$ cat src/rtl/cshm_fir_seq.sv
// cshm_fir_seq: sequencer for the computation-sharing-multiplier FIR datapath.
// Owns the sample delay line and the coefficient bank. For every accepted
// sample it walks each tap one coefficient nibble per cycle. It drives the
// shared odd-multiple mux select, then shifts, gates and accumulates the
// multiple that comes back on mux_out.
//
// Ports
//   clk, rst_n          clock, synchronous active-low reset
//   in_data/in_valid    input sample offer; in_ready high only while idle
//   coef_we/addr/data   coefficient write port (addr >= TAPS ignored)
//   tap_sample          delay-line sample for the tap being processed
//   mux_select          odd-multiple select (0->x1 ... 7->x15)
//   mux_out             selected multiple, returned in the same cycle
//   out_data/out_valid  filter result, held until out_ready
module cshm_fir_seq #(
  parameter int unsigned TAPS  = 8,
  parameter int unsigned ACC_W = 20
) (
  input  logic             clk,
  input  logic             rst_n,
  input  logic [7:0]       in_data,
  input  logic             in_valid,
  output logic             in_ready,
  input  logic             coef_we,
  input  logic [3:0]       coef_addr,
  input  logic [7:0]       coef_data,
  output logic [7:0]       tap_sample,
  output logic [2:0]       mux_select,
  input  logic [15:0]      mux_out,
  output logic [ACC_W-1:0] out_data,
  output logic             out_valid,
  input  logic             out_ready
);

  localparam int unsigned TAP_W = (TAPS > 1) ? $clog2(TAPS) : 1;
  localparam int unsigned IDX_W = $clog2(2 * TAPS);
  localparam logic [IDX_W-1:0] LAST_IDX = IDX_W'(2 * TAPS - 1);

  typedef enum logic [1:0] {S_IDLE, S_MAC, S_DONE} state_t;

  state_t           state_q, state_d;
  logic [7:0]       coef_q [TAPS];
  logic [7:0]       d_q    [TAPS];
  logic [ACC_W-1:0] acc_q;
  logic [IDX_W-1:0] idx_q;

  logic [TAP_W-1:0] tap;
  logic [3:0]       nib;
  logic [3:0]       odd;
  logic [1:0]       shamt;
  logic             gate;
  logic [ACC_W-1:0] partial;
  logic [ACC_W-1:0] acc_sum;
  logic             coef_hit;

  // Current tap and nibble: even idx -> high nibble, odd idx -> low nibble.
  always_comb begin
    tap = TAP_W'(idx_q >> 1);
    nib = idx_q[0] ? coef_q[tap][3:0] : coef_q[tap][7:4];
  end

  // Split nibble into odd * 2^shamt; a zero nibble gates the partial.
  always_comb begin
    gate  = (nib == 4'd0);
    shamt = 2'd0;
    if (nib[0])      shamt = 2'd0;
    else if (nib[1]) shamt = 2'd1;
    else if (nib[2]) shamt = 2'd2;
    else             shamt = 2'd3;
    odd = nib >> shamt;
  end

  // Shifted, gated partial, weighted by nibble position, added to acc.
  always_comb begin
    partial = gate ? '0 : (ACC_W'(mux_out) << shamt);
    acc_sum = idx_q[0] ? (acc_q + partial) : (acc_q + (partial << 4));
  end

  // Shared-datapath control; only meaningful while in MAC.
  always_comb begin
    in_ready   = (state_q == S_IDLE);
    tap_sample = d_q[0];
    mux_select = 3'd0;
    if (state_q == S_MAC) begin
      tap_sample = d_q[tap];
      if (!gate) mux_select = odd[3:1];
    end
  end

  assign coef_hit = coef_we && ({1'b0, coef_addr} < 5'(TAPS));

  // Next-state logic.
  always_comb begin
    state_d = state_q;
    case (state_q)
      S_IDLE:  if (in_valid) state_d = S_MAC;
      S_MAC:   if (idx_q == LAST_IDX) state_d = S_DONE;
      S_DONE:  if (out_ready) state_d = S_IDLE;
      default: state_d = S_IDLE;
    endcase
  end

  // State register plus datapath registers.
  always_ff @(posedge clk) begin
    if (!rst_n) begin
      state_q   <= S_IDLE;
      acc_q     <= '0;
      idx_q     <= '0;
      out_data  <= '0;
      out_valid <= 1'b0;
      for (int unsigned i = 0; i < TAPS; i++) begin
        coef_q[i] <= '0;
        d_q[i]    <= '0;
      end
    end else begin
      state_q <= state_d;
      case (state_q)
        S_IDLE: begin
          // Write lands on the same edge as the accept, so it applies here.
          if (coef_hit) coef_q[coef_addr[TAP_W-1:0]] <= coef_data;
          if (in_valid) begin
            d_q[0] <= in_data;
            for (int unsigned i = 1; i < TAPS; i++) d_q[i] <= d_q[i-1];
            acc_q <= '0;
            idx_q <= '0;
          end
        end
        S_MAC: begin
          acc_q <= acc_sum;
          idx_q <= idx_q + IDX_W'(1);
          if (idx_q == LAST_IDX) begin
            out_data  <= acc_sum;
            out_valid <= 1'b1;
          end
        end
        S_DONE: begin
          if (out_ready) out_valid <= 1'b0;
        end
        default: ;
      endcase
    end
  end

endmodule

$ cat config.mk
export PLATFORM = sky130hd
export DESIGN_NAME = cshm_fir_seq
export DESIGN_NICKNAME = d
export VERILOG_FILES = /design/src/rtl/cshm_fir_seq.sv
export SDC_FILE = /design/constraint.sdc
export NUM_CORES = 1
export LEC_CHECK = 0
export BUFFER_PORTS_ARGS = -buffer_cell sky130_fd_sc_hd__clkbuf_2
export CAP_MARGIN = 0
export CORE_ASPECT_RATIO = 1.5
export CORE_MARGIN = 2
export CORE_UTILIZATION = 57
export CTS_BUF_LIST = sky130_fd_sc_hd__clkbuf_8
export CTS_CLUSTER_SIZE = 28
export DETAILED_ROUTE_END_ITERATION = 8
export PLACE_DENSITY = 0.79
export REMOVE_ABC_BUFFERS = 1
export SLEW_MARGIN = 20
export SYNTH_ARGS = -nofsm -noshare
export SYNTH_HDL_FRONTEND = slang
export SYNTH_SLANG_ARGS = --single-unit
$ cat constraint.sdc
create_clock -name clk -period 5.1 [get_ports clk]
set_input_delay 0.51 -clock clk [delete_from_list [all_inputs] [get_ports clk]]
set_output_delay 0.51 -clock clk [all_outputs]
set_load 0.005 [all_outputs]
==> results of run 1 <==
## layout by cell type, fill, tap and decap left out, types with 5 or more instances in the layout
cell type	netlist	layout
sky130_fd_sc_hd__and2_1	135	135
sky130_fd_sc_hd__edfxtp_1	128	128
sky130_fd_sc_hd__nor2_1	92	90
sky130_fd_sc_hd__clkbuf_2	0	73
sky130_fd_sc_hd__nand2_1	57	56
sky130_fd_sc_hd__buf_4	1	49
sky130_fd_sc_hd__dfxtp_1	50	46
sky130_fd_sc_hd__a21oi_1	40	37
sky130_fd_sc_hd__o21ai_0	41	32
sky130_fd_sc_hd__mux4_2	32	32
sky130_fd_sc_hd__mux2i_1	33	31
sky130_fd_sc_hd__ha_1	32	31
sky130_fd_sc_hd__xnor2_1	18	18
sky130_fd_sc_hd__a22oi_1	18	18
sky130_fd_sc_hd__clkbuf_8	0	17
sky130_fd_sc_hd__inv_1	16	16
sky130_fd_sc_hd__nor3_1	17	16
sky130_fd_sc_hd__nand3_1	15	15
sky130_fd_sc_hd__o21ai_1	5	12
sky130_fd_sc_hd__nand2b_1	11	11
sky130_fd_sc_hd__a211oi_1	10	9
sky130_fd_sc_hd__and3_1	8	8
sky130_fd_sc_hd__a31oi_1	10	8
sky130_fd_sc_hd__xor2_1	7	7
sky130_fd_sc_hd__a21oi_2	2	5
sky130_fd_sc_hd__a21o_1	5	5
sky130_fd_sc_hd__or3_1	5	5
## final timing paths
path,startpoint,end,slack (ns),cells after the start
max,flip-flop,acc_q[19]$_SDFFE_PN0P_,0.13,19
min,out_ready,state_q[1]$_SDFFE_PN0P_,0.31,4
min reg2reg,out_data[6]$_SDFFE_PN0P_,out_data[6]$_SDFFE_PN0P_,0.46,2
max reg2reg,flip-flop,acc_q[19]$_SDFFE_PN0P_,0.13,19
## state kept, by name, summed over array words and instances, names as in the netlist, named ones only
signal / count
out_valid: 1
acc_q: 20
d_q: 64
idx_q: 4
out_data: 20
coef_q: 64
state_q: 2
## critical path: cells and delay by family, from the launching register on
family | cells | cell delay, ns
and+or+nand+nor | 2 | 0.21
AOI/OAI and AO/OA | 9 | 1.92
buffers and inverters | 3 | 0.49
adders and majority gates | 1 | 0.35
DFF | 1 | 0.40
xor gates and xnor gates | 1 | 0.16
muxes | 3 | 1.35
## timing repair
action | in CTS | in global routing
buffers inserted | 3 | 6
setup endpoints to repair | 7 | 14
pin swaps | 1 | 6
hold buffers | 0 | 0
endpoints found under the hold margin | 0 | 0
resized for setup | 6 | 31
## where the power goes
part,switching [mW],internal (mW)
registers,0.0439,1.62
clock network,0.563,0.401
logic,0.404,0.280
## cell type report
type                    count  area, sq um
clock inverters            14        145.1
fillers                  1321         5903
inverters                  20        76.32
repair buffers            125        775.7
clock buffers              17        234.0
well taps                 213        266.5
flip-flops and latches    178         4855
multi-input cells         681         5166
## cells by family after synthesis
family / after synthesis / share of synthesized area
AOI/OAI and AO/OA: 186 / 0.1273
xor gates and xnor gates: 26 / 0.02389
adders and majority gates: 37 / 0.04655
buffers and inverters: 67 / 0.02881
DFF: 178 / 0.4768
muxes: 72 / 0.1144
and+or+nand+nor: 360 / 0.1822
## routing by layer
| layer | wire length [um] | up-vias | track usage | part of all wire |
|---|---|---|---|---|
| met2 | 13530 | 304 | 0.4853 | 0.52 |
| met4 | 1291 | 0 | 0.1448 | 0.050 |
| li1 | - | 3620 | - | - |
| met3 | 1255 | 88 | 0.04054 | 0.048 |
| met5 | 0 | - | 0 | 0 |
| met1 | 9810 | 3797 | 0.3155 | 0.38 |
## through the flow
stage	power, mW	util	setup slack [ns]	area, sq um	hold WS (ns)
6_report	3.314	0.6612	0.1285	11520	0.3084
5_1_grt	3.445	0.6612	-0.05344	11520	0.2955
4_1_cts	3.287	0.6509	0.002214	11340	0.2896
3_5_place_dp	2.334	0.6270	-0.2192	10920	0.4495
3_3_place_gp	2.314	0.6270	-0.1318	10920	0.4429
2_1_floorplan	2.123	-	-1.082	9945	0.4527
==> results.yml, run 1 <==
synth:
  post_synth_main_area_contributors: "sky130_fd_sc_hd__edfxtp_1 (38%), sky130_fd_sc_hd__dfxtp_1 (9.9%), sky130_fd_sc_hd__and2_1 (8.3%), sky130_fd_sc_hd__mux4_2 (7.1%), sky130_fd_sc_hd__ha_1 (3.9%)"
  synthMostInstantiatedCell: "sky130_fd_sc_hd__and2_1"
  number_of_synthesized_register_bits: 178
  netlist_top_cells_count: "sky130_fd_sc_hd__and2_1 (135), sky130_fd_sc_hd__edfxtp_1 (128), sky130_fd_sc_hd__nor2_1 (92)"
  synthesis.yosys.warnings: 0
  postSynthCellCount: 926
  synth_flop_cell: "sky130_fd_sc_hd__edfxtp_1"
  async_s_r_ff_share_synth: 0
  avgSynthCellArea_sq_um: 10.97
  yosysSeqAreaShare: 0.4768
  synth_top_area_cell: "sky130_fd_sc_hd__edfxtp_1"
  netlist_area_sq_um: 10160
  edff_count_synth: 128
  synth_top_cell_area_share: 0.3783
  synth_unique_cells: 78
clock_network:
  cts_buffer_depth: 2
  clock_tree.htree_level_count: 4
  cts_buffers: 17
  cts-root-buf: "sky130_fd_sc_hd__clkbuf_8"
  worst_setup_hold_path_clk_slew_ns: 0.11
  tritoncts_num_sinks: 178
  worst_skew_pair.late_latency_ns: 0.48
  cts_tree: "done"
floorplan:
  core_area_sq_um: 17420
  die-width_um: 113.0
  num_rows: 59
  number_of_i_o_pins: 74
  die_h_um: 167.5
  initial_utilization: 0.5832
  floorplan.die_area_sq_um: 18930
worst_setup_path:
  timing.critical_path.required_ns: 5.47
  slowest_delay_ns: 0.61
  start_kind: "flip-flop"
  worstSetupEndpointType: "flip-flop"
  path_common_cell: "sky130_fd_sc_hd__buf_4"
  criticalPathCategory: "flip-flop to flip-flop"
  critical_path_fanout_max: 8
  critPathArrivalTime_ns: 5.34
  slowest_library_cell_on_the_worst_path: "sky130_fd_sc_hd__mux4_2"
  sequence_of_cells_on_the_critical_path: "mux4_1 -> mux4_2 -> a21oi_4 -> buf_4 -> mux2i_1 -> o22ai_1 -> ha_1 -> and3_1 -> a221o_1 -> o41ai_2 -> buf_4 -> o2111ai_1 -> a21oi_2 -> o41ai_2 -> a31oi_1 -> buf_4 -> xor2_1 -> nor4_1 -> a311o_1"
routing:
  detailed_route_via_count: 7809
  drt_iter0_markers: 562
  first_pass_iters: 7
  drc_errors: 6
  drt_wl_total_um: 25890
  postRouteAntennaNets: 0
  drt-wirelength-per-cell_um: 20.74
  detail_route.vias_per_cell: 6.257
status:
  status: "complete, but fails checks"
  failed_checks: "design-rule violations"
global_route:
  number_of_global_route_vias_before_repair: 7656
  grt_start_max_net_pins: 49
  antenna_found_initial: 0
  grt_overflow_total: 0
  grt_first_pass_wirelength_um: 39790
  grt_util_all_layers: 0.2733
layout:
  synthToLayoutAreaGrowth_pct: 13.36
  nNetsFinal: 1098
  stdcell_count: 1248
  drive_gt1_frac: 0.2309
  antennaDiodeCount: 0
sta:
  finalHoldViolCount: 0
  timing.final.crit_share: 0.9748
  total_negative_setup_slack_ns: 0
  tightestPinTransition_ns: 1.039
  final-setup-viol-count: 0
  timing.slew.headroom: 0.3028
  achievable-frequency_ghz: 0.2011
  timing.clock.skew_ns: 0.02805
  final-max-slew-violation-count: 0
  min_period_ns: 4.972
power_and_ir_drop:
  worst_vdd_drop_mv: 0.2102
  power.leakage_nw: 4.544
  p_per_area_nw_per_um2: 287.7
place:
  hpwl_um: 18230
  place_congestion: 0.9776
  dpl.cell_count: 1208
  port_buffers: 73
job:
  drv_cap: 0
min_path:
  kind_of_path_behind_the_tightest_hold_check: "input pin to flip-flop"
No activity file was read; power rests on OpenSTA's default activity.
==> inputs of run 2 (changes only) <==
--- a/config.mk
+++ b/config.mk
@@ -5,15 +5,15 @@
 export SDC_FILE = /design/constraint.sdc
 export NUM_CORES = 1
 export LEC_CHECK = 0
+export ABC_AREA = 1
 export BUFFER_PORTS_ARGS = -buffer_cell sky130_fd_sc_hd__clkbuf_2
 export CAP_MARGIN = 0
 export CORE_ASPECT_RATIO = 1.5
 export CORE_MARGIN = 2
-export CORE_UTILIZATION = 57
+export CORE_UTILIZATION = 50
 export CTS_BUF_LIST = sky130_fd_sc_hd__clkbuf_8
-export CTS_CLUSTER_SIZE = 28
 export DETAILED_ROUTE_END_ITERATION = 8
-export PLACE_DENSITY = 0.79
+export PLACE_DENSITY = 0.71
 export REMOVE_ABC_BUFFERS = 1
 export SLEW_MARGIN = 20
 export SYNTH_ARGS = -nofsm -noshare
==> run 2 against run 1 <==
The run now ends clean. Register-to-register slack improved by 0.52 ns. Clock skew fell by 0.0074 ns. Wire length fell by 0.98%. Die area rose by 14%. First-iteration DRC count rose by 10%. Critical path type unchanged. Critical endpoint is now acc_q[14]$_SDFFE_PN0P_. Largest power group unchanged.
==> results.yml, run 2 <==
worst_setup_path:
  timing.critical_path.required_ns: 5.46
  slowest_library_cell_on_the_worst_path: "sky130_fd_sc_hd__fa_1"
  worstSetupEndpointType: "flip-flop"
  crit_path_end: "acc_q[14]$_SDFFE_PN0P_"
  start_kind: "flip-flop"
  criticalPathCategory: "flip-flop to flip-flop"
  critical_path_fanout_max: 35
  critPathArrivalTime_ns: 4.81
  slowest_delay_ns: 0.47
  ff2ff_path_depth: 31
  crit-reg2reg-capture: "acc_q[14]$_SDFFE_PN0P_"
  ff2ff_setup_slack_ns: 0.64
  path_common_cell: "sky130_fd_sc_hd__nand2_1"
clock_network:
  worst_setup_hold_path_clk_slew_ns: 0.10
  cts_post_setup_buffers_inserted: 0
  cts-root-buf: "sky130_fd_sc_hd__clkbuf_8"
  clock_tree.htree_level_count: 4
  cts_buffers: 17
  cts_tree: "done"
  tritoncts_num_sinks: 178
  cts_repair_resize_count: 0
  cts-hold-fix-buffers: 0
  worst_skew_pair.late_latency_ns: 0.50
  cts_buffer_depth: 2
job:
  drv_cap: 0
power_and_ir_drop:
  cell_internal_pwr_mw: 2.277
  power.switching_fraction: 0.3291
  worst_vdd_drop_mv: 0.2204
  power.leakage_nw: 5.296
  p_per_area_nw_per_um2: 304.9
  sequentialPowerShare: 0.491
  combPwrFrac: 0.233
  totalPowerFinal_mw: 3.393
  power.net_switching_mw: 1.117
  clkPwrFrac: 0.275
layout:
  top_regs: "coef_q (64), d_q (64)"
  final_cell_mix: "sky130_fd_sc_hd__nand2_1 (268), sky130_fd_sc_hd__nor2_1 (195), sky130_fd_sc_hd__inv_1 (187)"
  drive_gt1_frac: 0.1168
  synthToLayoutAreaGrowth_pct: 8.955
  nNetsFinal: 1423
  final_common_cell: "sky130_fd_sc_hd__nand2_1"
  antennaDiodeCount: 0
routing:
  detailed_route_via_count: 8556
  drt_wl_total_um: 25630
  drt_iter0_markers: 619
  drc_errors: 0
  postRouteAntennaNets: 0
  first_pass_iters: 5
  drt-wirelength-per-cell_um: 15.77
  detail_route.vias_per_cell: 5.265
floorplan:
  number_of_i_o_pins: 74
  initial_utilization: 0.5041
  core_area_sq_um: 20260
  floorplan.die_area_sq_um: 21610
  die_h_um: 179.0
  die-width_um: 120.7
  num_rows: 64
sta:
  timing.slew.headroom: 0.3787
  final-max-slew-violation-count: 0
  min_period_ns: 4.456
  post-route-worst-setup-slack_ns: 0.6440
  total_negative_setup_slack_ns: 0
  finalHoldViolCount: 0
  timing.final.crit_share: 0.8737
  tightestPinTransition_ns: 0.9286
  achievable-frequency_ghz: 0.2244
  rsz0062_at_grt: "false"
  timing.clock.skew_ns: 0.02064
  final-setup-viol-count: 0
min_path:
  kind_of_path_behind_the_tightest_hold_check: "input pin to flip-flop"
synth:
  number_of_synthesized_register_bits: 178
  netlist_top_cells_count: "sky130_fd_sc_hd__nand2_1 (269), sky130_fd_sc_hd__nor2_1 (197), sky130_fd_sc_hd__inv_1 (186)"
  synthesis.yosys.warnings: 0
  post_synth_main_area_contributors: "sky130_fd_sc_hd__edfxtp_1 (38%), sky130_fd_sc_hd__nand2_1 (9.9%), sky130_fd_sc_hd__dfxtp_1 (9.8%), sky130_fd_sc_hd__nor2_1 (7.2%), sky130_fd_sc_hd__inv_1 (6.8%)"
  avgSynthCellArea_sq_um: 7.893
  synth_top_cell_area_share: 0.3763
  synth_top_area_cell: "sky130_fd_sc_hd__edfxtp_1"
  postSynthCellCount: 1294
  netlist_area_sq_um: 10210
  synth_flop_cell: "sky130_fd_sc_hd__edfxtp_1"
  yosysSeqAreaShare: 0.4743
  synthMostInstantiatedCell: "sky130_fd_sc_hd__nand2_1"
  edff_count_synth: 128
  synth_unique_cells: 49
  async_s_r_ff_share_synth: 0
global_route:
  grt_start_max_net_pins: 49
  grt_util_all_layers: 0.2435
  antenna_found_initial: 0
  grt_overflow_total: 0
  grt_first_pass_wirelength_um: 40630
  number_of_global_route_vias_before_repair: 8270
place:
  hpwl_um: 18730
  port_buffers: 73
  place_congestion: 0.9638
  dp_slack_ns: 0.6574
status:
  status: "finished clean"
[run 2: logic make-up after synthesis]
kind of cell    synth area share
simple gates              0.2607
compound gates            0.1107
fa+ha+maj                0.04312
xor+xnor                0.006860
mux                     0.005880
flops                     0.4743
buf+inv                  0.09837
[run 2: layout make-up]
| class | count | area (sq um) |
|---|---|---|
| fill | 1917 | 9131 |
| sequential | 178 | 4846 |
| multi-input combinational | 870 | 4377 |
| inverter | 193 | 732.0 |
| timing repair buffer | 88 | 478.0 |
| tap | 264 | 330.3 |
| clock buffer | 17 | 234.0 |
| clock inverter | 15 | 131.4 |
[run 2: through the flow]
step	instances	area (sq um)	hold slack, ns	util
after floorplan	1241	9941	0.4574	-
after global placement	1593	10760	0.4540	0.5313
after detailed placement	1593	10760	0.4583	0.5313
after CTS	1625	11130	0.2943	0.5493
after global routing	1625	11130	0.3272	0.5493
final	1625	11130	0.3138	0.5493
[run 2: power by group through the flow]
stage                     Clock [mW]  Sequential (mW)  Combinational (mW)
final                          0.934             1.67               0.792
after global routing           0.999             1.68               0.883
after CTS                      0.952             1.67               0.788
after detailed placement           0             1.70               0.784
after global placement             0             1.70               0.780
after floorplan                    0             1.69               0.558
[run 2: worst min path at each step]
stage,startpoint,to,slack [ns],cells past startpoint
5_1_grt,in_data[7],d_q[0][7]$_SDFFCE_PN0P_,0.33,3
3_5_place_dp,out_data[1]$_SDFFE_PN0P_,out_data[1]$_SDFFE_PN0P_,0.46,2
3_3_place_gp,out_data[0]$_SDFFE_PN0P_,out_data[0]$_SDFFE_PN0P_,0.45,2
4_1_cts,in_data[3],d_q[0][3]$_SDFFCE_PN0P_,0.29,3
6_report,in_data[0],d_q[0][0]$_SDFFCE_PN0P_,0.31,3
2_1_floorplan,out_data[0]$_SDFFE_PN0P_,out_data[0]$_SDFFE_PN0P_,0.46,2
[run 2: critical path, delay by kind of cell (launching register included)]
family,cells,cell delay [ns]
buf+inv,5,0.60
fa+ha+maj,1,0.47
compound gates,6,0.94
flops,1,0.37
simple gates,19,1.94
[run 2: layer usage]
layer  wire, um  track usage  vias up
met5          0            0        -
met2      13600       0.4477      185
li1           -            -     4322
met4       1088       0.1328        0
met3        693      0.02767       64
met1      10260       0.2725     3985
==> inputs of run 3 (changes only) <==
--- a/config.mk
+++ b/config.mk
@@ -5,7 +5,6 @@
 export SDC_FILE = /design/constraint.sdc
 export NUM_CORES = 1
 export LEC_CHECK = 0
-export ABC_AREA = 1
 export BUFFER_PORTS_ARGS = -buffer_cell sky130_fd_sc_hd__clkbuf_2
 export CAP_MARGIN = 0
 export CORE_ASPECT_RATIO = 1.5
==> run 3 against run 2 <==
Sequential share of layout area decreased by 2.5 points. Sequential power about the same. Count of clock-buffer cells in the layout unchanged. Hold slack got worse by 0.0026 ns. Sequential cell count unchanged. Global-route usage decreased by 0.47 points. Final cell count decreased by 19%. Non-clock buffer count increased by 62. Critical path type unchanged. Register-to-register slack got worse by 0.49 ns. Critical path depth decreased by 13. Largest power group unchanged. Design area increased by 6.2%.
==> results.yml, run 3 (synthesis gave the netlist of run 1 again) <==
routing:
  drt_wl_total_um: 25510
  drc_errors: 0
  first_pass_iters: 5
  postRouteAntennaNets: 0
  drt-wirelength-per-cell_um: 19.33
  detailed_route_via_count: 7715
  detail_route.vias_per_cell: 5.845
  drt_iter0_markers: 539
worst_setup_path:
  start_kind: "flip-flop"
  ff2ff_setup_slack_ns: 0.15
  timing.critical_path.required_ns: 5.44
  critPathArrivalTime_ns: 5.29
  critical_path_fanout_max: 6
  criticalPathCategory: "flip-flop to flip-flop"
  worstSetupEndpointType: "flip-flop"
status:
  status: "finished clean"
global_route:
  grt_first_pass_wirelength_um: 39170
  grt_util_all_layers: 0.2388
  grt_overflow_total: 0
  number_of_global_route_vias_before_repair: 7546
  grt_start_max_net_pins: 45
  antenna_found_initial: 0
sta:
  timing.clock.skew_ns: 0.01687
  final-max-slew-violation-count: 0
  timing.slew.headroom: 0.3237
  total_negative_setup_slack_ns: 0
  timing.final.crit_share: 0.9707
  finalHoldWorstSlack_ns: 0.3112
  final-setup-viol-count: 0
  rsz0062_at_grt: "true"
  min_period_ns: 4.951
  tightestPinTransition_ns: 1.014
  post-route-worst-setup-slack_ns: 0.1495
  achievable-frequency_ghz: 0.2020
  finalHoldViolCount: 0
power_and_ir_drop:
  cell_internal_pwr_mw: 2.373
  totalPowerFinal_mw: 3.369
  power.net_switching_mw: 0.9962
  combPwrFrac: 0.217
  power.leakage_nw: 4.660
  sequentialPowerShare: 0.494
  clkPwrFrac: 0.289
  worst_vdd_drop_mv: 0.1990
  power.switching_fraction: 0.2957
  p_per_area_nw_per_um2: 285.1
layout:
  final_common_cell: "sky130_fd_sc_hd__and2_1"
  final_cell_mix: "sky130_fd_sc_hd__and2_1 (135), sky130_fd_sc_hd__edfxtp_1 (128), sky130_fd_sc_hd__nor2_1 (89)"
  synthToLayoutAreaGrowth_pct: 16.28
  antennaDiodeCount: 0
  stdcell_count: 1320
  nNetsFinal: 1123
  utilization: 0.5948
  top_regs: "coef_q (64), d_q (64)"
  drive_gt1_frac: 0.2566
  fillers: 1658
  postLayoutCellArea_sq_um: 11820
place:
  place_congestion: 0.9350
  dp_slack_ns: -0.07196
  port_buffers: 73
  placed_cell_area_sq_um: 11190
  dpl.cell_count: 1283
  hpwl_um: 18130
min_path:
  kind_of_path_behind_the_tightest_hold_check: "input pin to flip-flop"
clock_network:
  worst_skew_pair.late_latency_ns: 0.48
  clock_tree.htree_level_count: 4
  cts_buffers: 17
  tritoncts_num_sinks: 178
  worst_setup_hold_path_clk_slew_ns: 0.09
  cts-hold-fix-buffers: 0
  cts-root-buf: "sky130_fd_sc_hd__clkbuf_8"
  cts_buffer_depth: 2
  cts_tree: "done"
floorplan:
  number_of_i_o_pins: 74
  floorplan.die_area_sq_um: 21500
  core_area_sq_um: 19860
  num_rows: 63
  die-width_um: 120.4
  initial_utilization: 0.5115
  die_h_um: 178.6
job:
  drv_cap: 0
==> run 3: area by class of cell <==
type | instances | area [sq um] | area share
Multi-Input combinational cell | 681 | 5229 | 0.4425
Sequential cell | 178 | 4855 | 0.4109
Timing Repair Buffer | 150 | 955.9 | 0.08091
Tap cell | 260 | 325.3 | 0.02753
Clock buffer | 17 | 234.0 | 0.01980
Clock inverter | 14 | 140.1 | 0.01186
Inverter | 20 | 76.32 | 0.006460
==> run 3: metal layers <==
| layer | wire length, um | track usage | part of all wire |
|---|---|---|---|
| met5 | 0 | 0 | 0 |
| met4 | 1143 | 0.1221 | 0.045 |
| met3 | 1063 | 0.03868 | 0.042 |
| met2 | 13230 | 0.4324 | 0.52 |
| met1 | 10070 | 0.2691 | 0.39 |
==> run 3: path summary, 6_finish.rpt <==
kind,cells after the start,end,from
worst max register to register,18,out_data[14]$_SDFFE_PN0P_,flip-flop
worst max-delay path,18,out_data[14]$_SDFFE_PN0P_,flip-flop
worst min register to register,2,out_data[6]$_SDFFE_PN0P_,out_data[6]$_SDFFE_PN0P_
worst min-delay path,2,d_q[0][0]$_SDFFCE_PN0P_,in_data[0]
==> run 3: timing repair <==
action,CTS,global route
pin swaps,0,17
setup buffers,0,6
endpoints found under the setup margin,10,14
resized for setup,6,45
==> run 3: worst max-delay path, cell delays in order, from the launching register on <==
cell                        delay (ns)
sky130_fd_sc_hd__dfxtp_4          0.41
sky130_fd_sc_hd__mux4_2           0.50
sky130_fd_sc_hd__mux4_2           0.57
sky130_fd_sc_hd__buf_4            0.18
sky130_fd_sc_hd__clkinv_2         0.08
sky130_fd_sc_hd__o21ai_0          0.20
sky130_fd_sc_hd__buf_4            0.24
sky130_fd_sc_hd__fa_2             0.40
sky130_fd_sc_hd__a21oi_4          0.21
sky130_fd_sc_hd__o2111ai_1        0.19
sky130_fd_sc_hd__a311oi_1         0.35
sky130_fd_sc_hd__buf_4            0.19
sky130_fd_sc_hd__a21oi_1          0.07
sky130_fd_sc_hd__a31oi_2          0.19
sky130_fd_sc_hd__a21oi_2          0.12
sky130_fd_sc_hd__or3_1            0.40
sky130_fd_sc_hd__a31oi_4          0.24
sky130_fd_sc_hd__xnor2_1          0.18
sky130_fd_sc_hd__a21oi_1          0.11
==> run 3: power by group through the flow <==
stage / logic [mW] / registers, mW / clock network, mW
after floorplan: 0.435 / 1.69 / 0
after global placement: 0.670 / 1.70 / 0
after detailed placement: 0.679 / 1.70 / 0
after CTS: 0.684 / 1.67 / 0.983
after global routing: 0.795 / 1.67 / 1.03
final: 0.731 / 1.66 / 0.973
